==> config.mk <==
export PLATFORM = sky130hd
export DESIGN_NAME = hazard_ctrl_unit
export DESIGN_NICKNAME = d
export VERILOG_FILES = /design/src/rtl/hazard_pkg.sv /design/src/rtl/hazard_fwd_sel.sv /design/src/rtl/hazard_ctrl_unit.sv
export SDC_FILE = /design/constraint.sdc
export NUM_CORES = 1
export LEC_CHECK = 0
export ABC_AREA = 1
export CAP_MARGIN = 25
export CORE_ASPECT_RATIO = 0.7
export CORE_MARGIN = 5
export CORE_UTILIZATION = 35
export CTS_CLUSTER_DIAMETER = 150
export DETAILED_ROUTE_END_ITERATION = 16
export HOLD_SLACK_MARGIN = 0.08
export PLACE_DENSITY_LB_ADDON = 0.15
export SLEW_MARGIN = 20
export SYNTH_ARGS = -nofsm -noshare
export SYNTH_HDL_FRONTEND = slang
export SYNTH_HIERARCHICAL = 1
export SYNTH_SLANG_ARGS = --single-unit
==> constraint.sdc <==
create_clock -name clk -period 1.4 [get_ports clk]
set_input_delay 0.21 -clock clk [delete_from_list [all_inputs] [get_ports clk]]
set_output_delay 0.21 -clock clk [all_outputs]
set_load 0.02 [all_outputs]
==> src/rtl/hazard_pkg.sv <==
// hazard_pkg: shared encodings for the hazard controller (ResultSrc and forward-select)
package hazard_pkg;

    typedef enum logic [1:0] {
        RES_ALU = 2'b00,
        RES_MEM = 2'b01,
        RES_PC4 = 2'b10
    } res_src_e;

    typedef enum logic [1:0] {
        FWD_RF = 2'b00,
        FWD_W  = 2'b01,
        FWD_M  = 2'b10
    } fwd_e;

endpackage

==> src/rtl/hazard_fwd_sel.sv <==
// hazard_fwd_sel: forward-select for one EX operand from the M/W destination scoreboard
module hazard_fwd_sel
    import hazard_pkg::*;
#(
    parameter int REG_AW = 5
) (
    input  logic [REG_AW-1:0] rs,
    input  logic [REG_AW-1:0] rd_m,
    input  logic              we_m,
    input  logic [REG_AW-1:0] rd_w,
    input  logic              we_w,
    output logic [1:0]        fwd
);

    logic hit_m;
    logic hit_w;

    // M holds the younger result so it wins over W; x0 never forwards
    always_comb begin
        hit_m = we_m && rd_m != '0 && rd_m == rs;
        hit_w = we_w && rd_w != '0 && rd_w == rs;
        fwd   = hit_m ? FWD_M : hit_w ? FWD_W : FWD_RF;
    end

endmodule

==> src/rtl/hazard_ctrl_unit.sv <==
// hazard_ctrl_unit: stall/flush/forward control for the 5-stage core; HAZ_PERF_CNT_EN adds stall/flush perf counters
module hazard_ctrl_unit
    import hazard_pkg::*;
#(
    parameter int REG_AW = 5,
    parameter int CNT_W  = 32
) (
    input  logic              clk,
    input  logic              rst,
    input  logic [REG_AW-1:0] Rs1D,
    input  logic [REG_AW-1:0] Rs2D,
    input  logic [REG_AW-1:0] Rs1E,
    input  logic [REG_AW-1:0] Rs2E,
    input  logic [REG_AW-1:0] RdE,
    input  logic              RegWriteE,
    input  logic [1:0]        ResultSrcE,
    input  logic              PCSrcE,
    output logic              StallF,
    output logic              StallD,
    output logic              FlushD,
    output logic              FlushE,
    output logic [1:0]        ForwardAE,
    output logic [1:0]        ForwardBE,
    output logic [CNT_W-1:0]  StallCnt,
    output logic [CNT_W-1:0]  FlushCnt
);

    logic [REG_AW-1:0] rd_m;
    logic [REG_AW-1:0] rd_w;
    logic              we_m;
    logic              we_w;
    logic              lw_stall;
    logic [1:0]        fwd_a;
    logic [1:0]        fwd_b;

    // M/W destination scoreboard; those stages never stall so it shifts every cycle
    always_ff @(posedge clk) begin
        if (rst) begin
            rd_m <= '0;
            we_m <= 1'b0;
            rd_w <= '0;
            we_w <= 1'b0;
        end else begin
            rd_m <= RdE;
            we_m <= RegWriteE;
            rd_w <= rd_m;
            we_w <= we_m;
        end
    end

    hazard_fwd_sel #(.REG_AW(REG_AW)) u_fwd_a (
        .rs   (Rs1E),
        .rd_m (rd_m),
        .we_m (we_m),
        .rd_w (rd_w),
        .we_w (we_w),
        .fwd  (fwd_a)
    );

    hazard_fwd_sel #(.REG_AW(REG_AW)) u_fwd_b (
        .rs   (Rs2E),
        .rd_m (rd_m),
        .we_m (we_m),
        .rd_w (rd_w),
        .we_w (we_w),
        .fwd  (fwd_b)
    );

    // load-use detection and control outputs; reset forces both buffers to flush and blocks forwarding
    always_comb begin
        lw_stall  = ResultSrcE == RES_MEM && RdE != '0 && (RdE == Rs1D || RdE == Rs2D);
        StallF    = !rst && lw_stall;
        StallD    = !rst && lw_stall;
        FlushD    = rst || PCSrcE;
        FlushE    = rst || PCSrcE || lw_stall;
        ForwardAE = rst ? FWD_RF : fwd_a;
        ForwardBE = rst ? FWD_RF : fwd_b;
    end

`ifdef HAZ_PERF_CNT_EN
    logic [CNT_W-1:0] stall_cnt;
    logic [CNT_W-1:0] flush_cnt;

    // saturating event counters for load-use stalls and control flushes
    always_ff @(posedge clk) begin
        if (rst) begin
            stall_cnt <= '0;
            flush_cnt <= '0;
        end else begin
            if (lw_stall && !(&stall_cnt))
                stall_cnt <= stall_cnt + CNT_W'(1);
            if (PCSrcE && !(&flush_cnt))
                flush_cnt <= flush_cnt + CNT_W'(1);
        end
    end

    assign StallCnt = stall_cnt;
    assign FlushCnt = flush_cnt;
`else
    assign StallCnt = '0;
    assign FlushCnt = '0;
`endif

endmodule

Word level (Yosys, flattened, before mapping). Cells that the tools add are included.

Memories kept: 0. Memory bits (writable): 0. Output and inout port bits: 72. Bits in registers: 12. Bits of input ports: 31. Memory bits (read-only): 0. Bits in latches: 0. Logic and storage cells: 33.

Multiplexer cells: 6. Div/mod/pow operators: 0. $lt $le $gt $ge: 0. Multipliers: 0. Add/subtract/negate cells: 0. Reductions and logical operators: 16. Equality and inequality tests: 7. Bitwise operators: 0. Shift-type cells: 0.

Operators with widths (count): $eq A5 B5 Y1 (6); $reduce_bool A5 Y1 (3); $logic_and A1 B1 Y1 (9); $mux W2 (4); $logic_or A1 B1 Y1 (3); $eq A2 B1 Y1 const B (1); $mux W1 (2); $logic_not A1 Y1 (1).

Longest topological paths before layout.
Word-level depth: 6. Depth in mapped cells: 9. Depth with buffers taken out: 9.

Cells and area by module. Netlist, hierarchy kept.

Modules (own cells, without submodules): hazard_ctrl_unit (cells each 163, sequential area each 240.2 sq um, area each 1074.8 sq um, instances 1); hazard_fwd_sel (cells each 52, sequential area each 0.0 sq um, area each 222.7 sq um, instances 2).

Least setup slack after synthesis. OpenSTA, ideal clock, no wires.

Path type: register to output. From: register rd_m[1]. To: output port ForwardAE[1]. Stages on the path, launching flop included: 10. Slack: 0.009 ns. Arrival: 1.181 ns. Data required time: 1.190 ns. Buffers on the path: 1. Cell sequence: dfxtp_1 inv_1 nand2_1 nand2_1 nor2_2 nand3_1 nor2_2 buf_4 inv_1 nor2_1.

Cells in the longest elaborated chain, start to end: 5. Elaborated cells between the ends (all ways): 6. Those cells by class: 1 x eq/ne; 2 x mux; 3 x reduce/logical.

RTL lines: start, declared (RTL line hazard_ctrl_unit.sv:28) `logic [REG_AW-1:0] rd_m;`; start signal, assigned (RTL line hazard_ctrl_unit.sv:44) `rd_m <= RdE;`; $reduce_bool A5 Y1 (RTL line hazard_fwd_sel.sv:20) `hit_m = we_m && rd_m != '0 && rd_m == rs;`; $logic_and A1 B1 Y1 (RTL line hazard_fwd_sel.sv:20); $logic_and A1 B1 Y1 * (RTL line hazard_fwd_sel.sv:20); via u_fwd_a.hit_m (RTL line hazard_fwd_sel.sv:15) `logic hit_m;`; $mux W2 * (RTL line hazard_fwd_sel.sv:22) `fwd = hit_m ? FWD_M : hit_w ? FWD_W : FWD_RF;`; via fwd_a[1] (RTL line hazard_ctrl_unit.sv:33) `logic [1:0] fwd_a;`; $mux W2 * (RTL line hazard_ctrl_unit.sv:76) `ForwardAE = rst ? FWD_RF : fwd_a;`; end, declared (RTL line hazard_ctrl_unit.sv:22) `output logic [1:0] ForwardAE,`.

The timed path passes the listed nets; every way through them passes the cells marked *.

Final worst setup path.
From: register rd_w[0]. To: output port ForwardBE[0].

Cells in the longest elaborated chain, start to end: 6. Elaborated cells between the ends (all ways): 7. Those cells by class: 1 x eq/ne; 3 x mux; 3 x reduce/logical.

RTL lines: start, declared (RTL line hazard_ctrl_unit.sv:29) `logic [REG_AW-1:0] rd_w;`; start signal, assigned (RTL line hazard_ctrl_unit.sv:46) `rd_w <= rd_m;`; $reduce_bool A5 Y1 (RTL line hazard_fwd_sel.sv:21) `hit_w = we_w && rd_w != '0 && rd_w == rs;`; $logic_and A1 B1 Y1 (RTL line hazard_fwd_sel.sv:21); $logic_and A1 B1 Y1 * (RTL line hazard_fwd_sel.sv:21); $mux W1 * (RTL line hazard_fwd_sel.sv:22); $mux W2 * (RTL line hazard_fwd_sel.sv:22); via fwd_b[0] (RTL line hazard_ctrl_unit.sv:34) `logic [1:0] fwd_b;`; $mux W2 * (RTL line hazard_ctrl_unit.sv:77) `ForwardBE = rst ? FWD_RF : fwd_b;`; end, declared (RTL line hazard_ctrl_unit.sv:23) `output logic [1:0] ForwardBE,`.

Marks and branches as above.

==> flow_summary.json <==
{
  "finClkSkew_ns": 0.000861,
  "postSynth.asyncResetShare_pct": 0,
  "slew_viol_final": 0,
  "path_class": "register to output pin",
  "rsz0062_at_grt": "true",
  "crit_required_ns": 1.19,
  "ys_types": 17,
  "path_cells": "inv_1 -> a21boi_1 -> nand2_1 -> nor2_2 -> nand3_1 -> nor2_1 -> inv_1 -> nor2_2 -> buf_6",
  "finalCriticalPeriod_ns": 1.58,
  "fmax_ghz": 0.633,
  "synth_top_area_share_pct": 33.1,
  "maxCapViolations": 0,
  "synth_area_leaders": "buf_4 33%, dfxtp_1 16%, nand2_1 16%",
  "power_density_nw_per_um2": 652,
  "cp_slowest_cell": "dfxtp_1",
  "ctsHoldBuffers": 0,
  "grtUsageTotal_pct": 10.7,
  "postRouteAntennaNets": 0,
  "grt_max_degree": 11,
  "antenna_found_initial": 0,
  "irDropWorstVdd_uv": 332,
  "root_buffer": "clkbuf_8",
  "synth_cells": 267,
  "slowest_delay_ns": 0.32,
  "cts_htree_levels": 1,
  "ys_ff_latch": 12,
  "vias": 1331,
  "grt_pass1_vias": 1175,
  "finalCritPeriodShare_pct": 113,
  "cts_setup_buffers": 0,
  "rows": 20,
  "clockBufferDepth": 2,
  "yosys.area.top_type": "buf_4",
  "first_pass_iters": 4,
  "arrival_ns": 1.37,
  "grt_pass1_wl_um": 4920,
  "cts_tree": "yes",
  "startpoint_type": "register",
  "finalHoldViolations": 0,
  "insertion_delay_ns": 0.24,
  "cts_made_buffers": 3,
  "wl_per_cell_um": 9.07,
  "detail_route.vias_per_cell": 3.63,
  "final_cell_area_um2": 1810,
  "hp-class": "primary input to register",
  "pin_count": 103,
  "ys_warn_count": 6,
  "avgSynthCellArea_um2": 5.69,
  "drt-initial-drc-count": 29,
  "port-buffer-count": 38,
  "fin_ws_ns": -0.180,
  "clkTransAtPathRegs_ns": 0.05,
  "reg2reg_setup_slack_ns": 0.83,
  "post_dp_cell_area_um2": 1770,
  "area_growth_pct": 18.8,
  "start_util_pct": 35.5,
  "diodes": 0,
  "drt-total-wl_um": 3330,
  "drc": 0,
  "fin_hold_ws_ns": 0.308,
  "crit_path_end_kind": "output pin",
  "layout-drive-gt1-share_pct": 23.4,
  "final_nets": 344,
  "hpwl_um": 2800,
  "grt_overflow": 0,
  "final_util_pct": 42.2,
  "place_ws_ns": -0.797,
  "die_w_um": 88.8,
  "fillers": 510,
  "synth.most_common_cell": "buf_4",
  "cts.sinks": 12,
  "setup_violations": 4,
  "status": "finished, violations left",
  "critPathMaxFanout": 2,
  "gp_congestion": 0.782,
  "synth_edf_count": 0,
  "synth_seq_area_share_pct": 15.8,
  "core_area_um2": 4280,
  "synth_area_um2": 1520,
  "synthTopCellsByCount": "67 x buf_4, 64 x nand2_1, 45 x inv_1",
  "synth_top_flop_cell": "dfxtp_1",
  "die-height_um": 65.1,
  "p_leak_nw": 1.06,
  "die_area_um2": 5780,
  "violations": "setup timing"
}
==> area by class of cell <==
cell class / count / area [µm²] / area share, %
Multi-Input combinational cell: 196 / 846 / 46.8
Timing Repair Buffer: 47 / 378 / 20.9
Clock buffer: 4 / 55.1 / 3.05
Sequential cell: 12 / 259 / 14.3
Tap cell: 55 / 68.8 / 3.81
Inverter: 53 / 199 / 11.0
==> kinds of logic (layout without fill, tap and decap cells) <==
kind of cell           Yosys count  count (layout)  synth area share [%]
XOR/XNOR                         4               4                  2.30
AND/OR/NAND/NOR                118             118                  31.2
flip-flops                      12              12                  15.8
AO/OA/AOI/OAI                   10              10                  3.62
other                            1              64                 0.247
buffers and inverters          122             104                  46.8
==> layout by cell type (no fill, tap or decap), types with 2 or more instances in the layout <==
cell and instances:
nand2_2 3, buf_2 4, inv_2 15, o21ai_1 2, nand2_1 62, dlygate4sd2_1 11, nand3_1 10, inv_1 38
clkbuf_8 4, dfxtp_2 3, clkbuf_2 8, o21ai_0 4, nor2_2 9, xnor2_1 2, a21boi_1 2, xor2_1 2
nand3_2 2, clkdlybuf4s50_1 4, conb_1 64, nor2_1 30, buf_6 3, dfxtp_4 4, dfxtp_1 5, buf_4 14
==> registers in the layout (all words and copies together), names as in the netlist <==
name / cells
rd_w: 5
we_w: 1
rd_m: 5
we_m: 1
==> worst paths after layout <==
| kind | startpoint | to | cells after the start |
|---|---|---|---|
| min | RdE[4] | rd_m[4]$_SDFF_PP0_ | 4 |
| max reg2reg | rd_m[1]$_SDFF_PP0_ | rd_w[1]$_SDFF_PP0_ | 2 |
| min reg2reg | rd_m[4]$_SDFF_PP0_ | rd_w[4]$_SDFF_PP0_ | 2 |
| max | rd_w[0]$_SDFF_PP0_ | ForwardBE[0] | 9 |
==> report_power, final <==
group          switching (mW)  internal [mW]  leakage, nW
Clock                   0.123          0.248       0.0288
Combinational           0.297          0.131        0.927
Sequential             0.0220          0.356        0.103
==> worst max-delay path: cells and delay by family (launching register included) <==
family	cells	cell delay, ns
compound gates	1	0.12
buf+inv	3	0.22
flops	1	0.32
simple gates	5	0.47
==> what timing repair did <==
action | 4_1_cts | 5_1_grt
endpoints found under the setup margin | 8 | 8
resized for setup | 93 | 43
cloned | 0 | 0
pin swaps | 18 | 30
==> per-stage QoR <==
| stage | instances | TNS, ns | power [mW] |
|---|---|---|---|
| CTS | 367 | -0.770 | 1.17 |
| finish | 367 | -0.641 | 1.18 |
| detailed placement | 363 | -5.72 | 0.824 |
| floorplan | 330 | 0 | 0.800 |
| global placement | 363 | -5.83 | 0.823 |
| global route | 367 | -1.21 | 1.25 |
==> routing by layer <==
metal | part of all wire (%) | up-vias | global-route usage [%]
met5 | 0 | - | 0
met4 | 0 | 0 | 0.566
met3 | 9.0 | 0 | 3.76
met2 | 47 | 45 | 16.7
met1 | 44 | 553 | 14.9
li1 | - | 733 | -
Note: power is estimated with default switching activity, not from simulation.
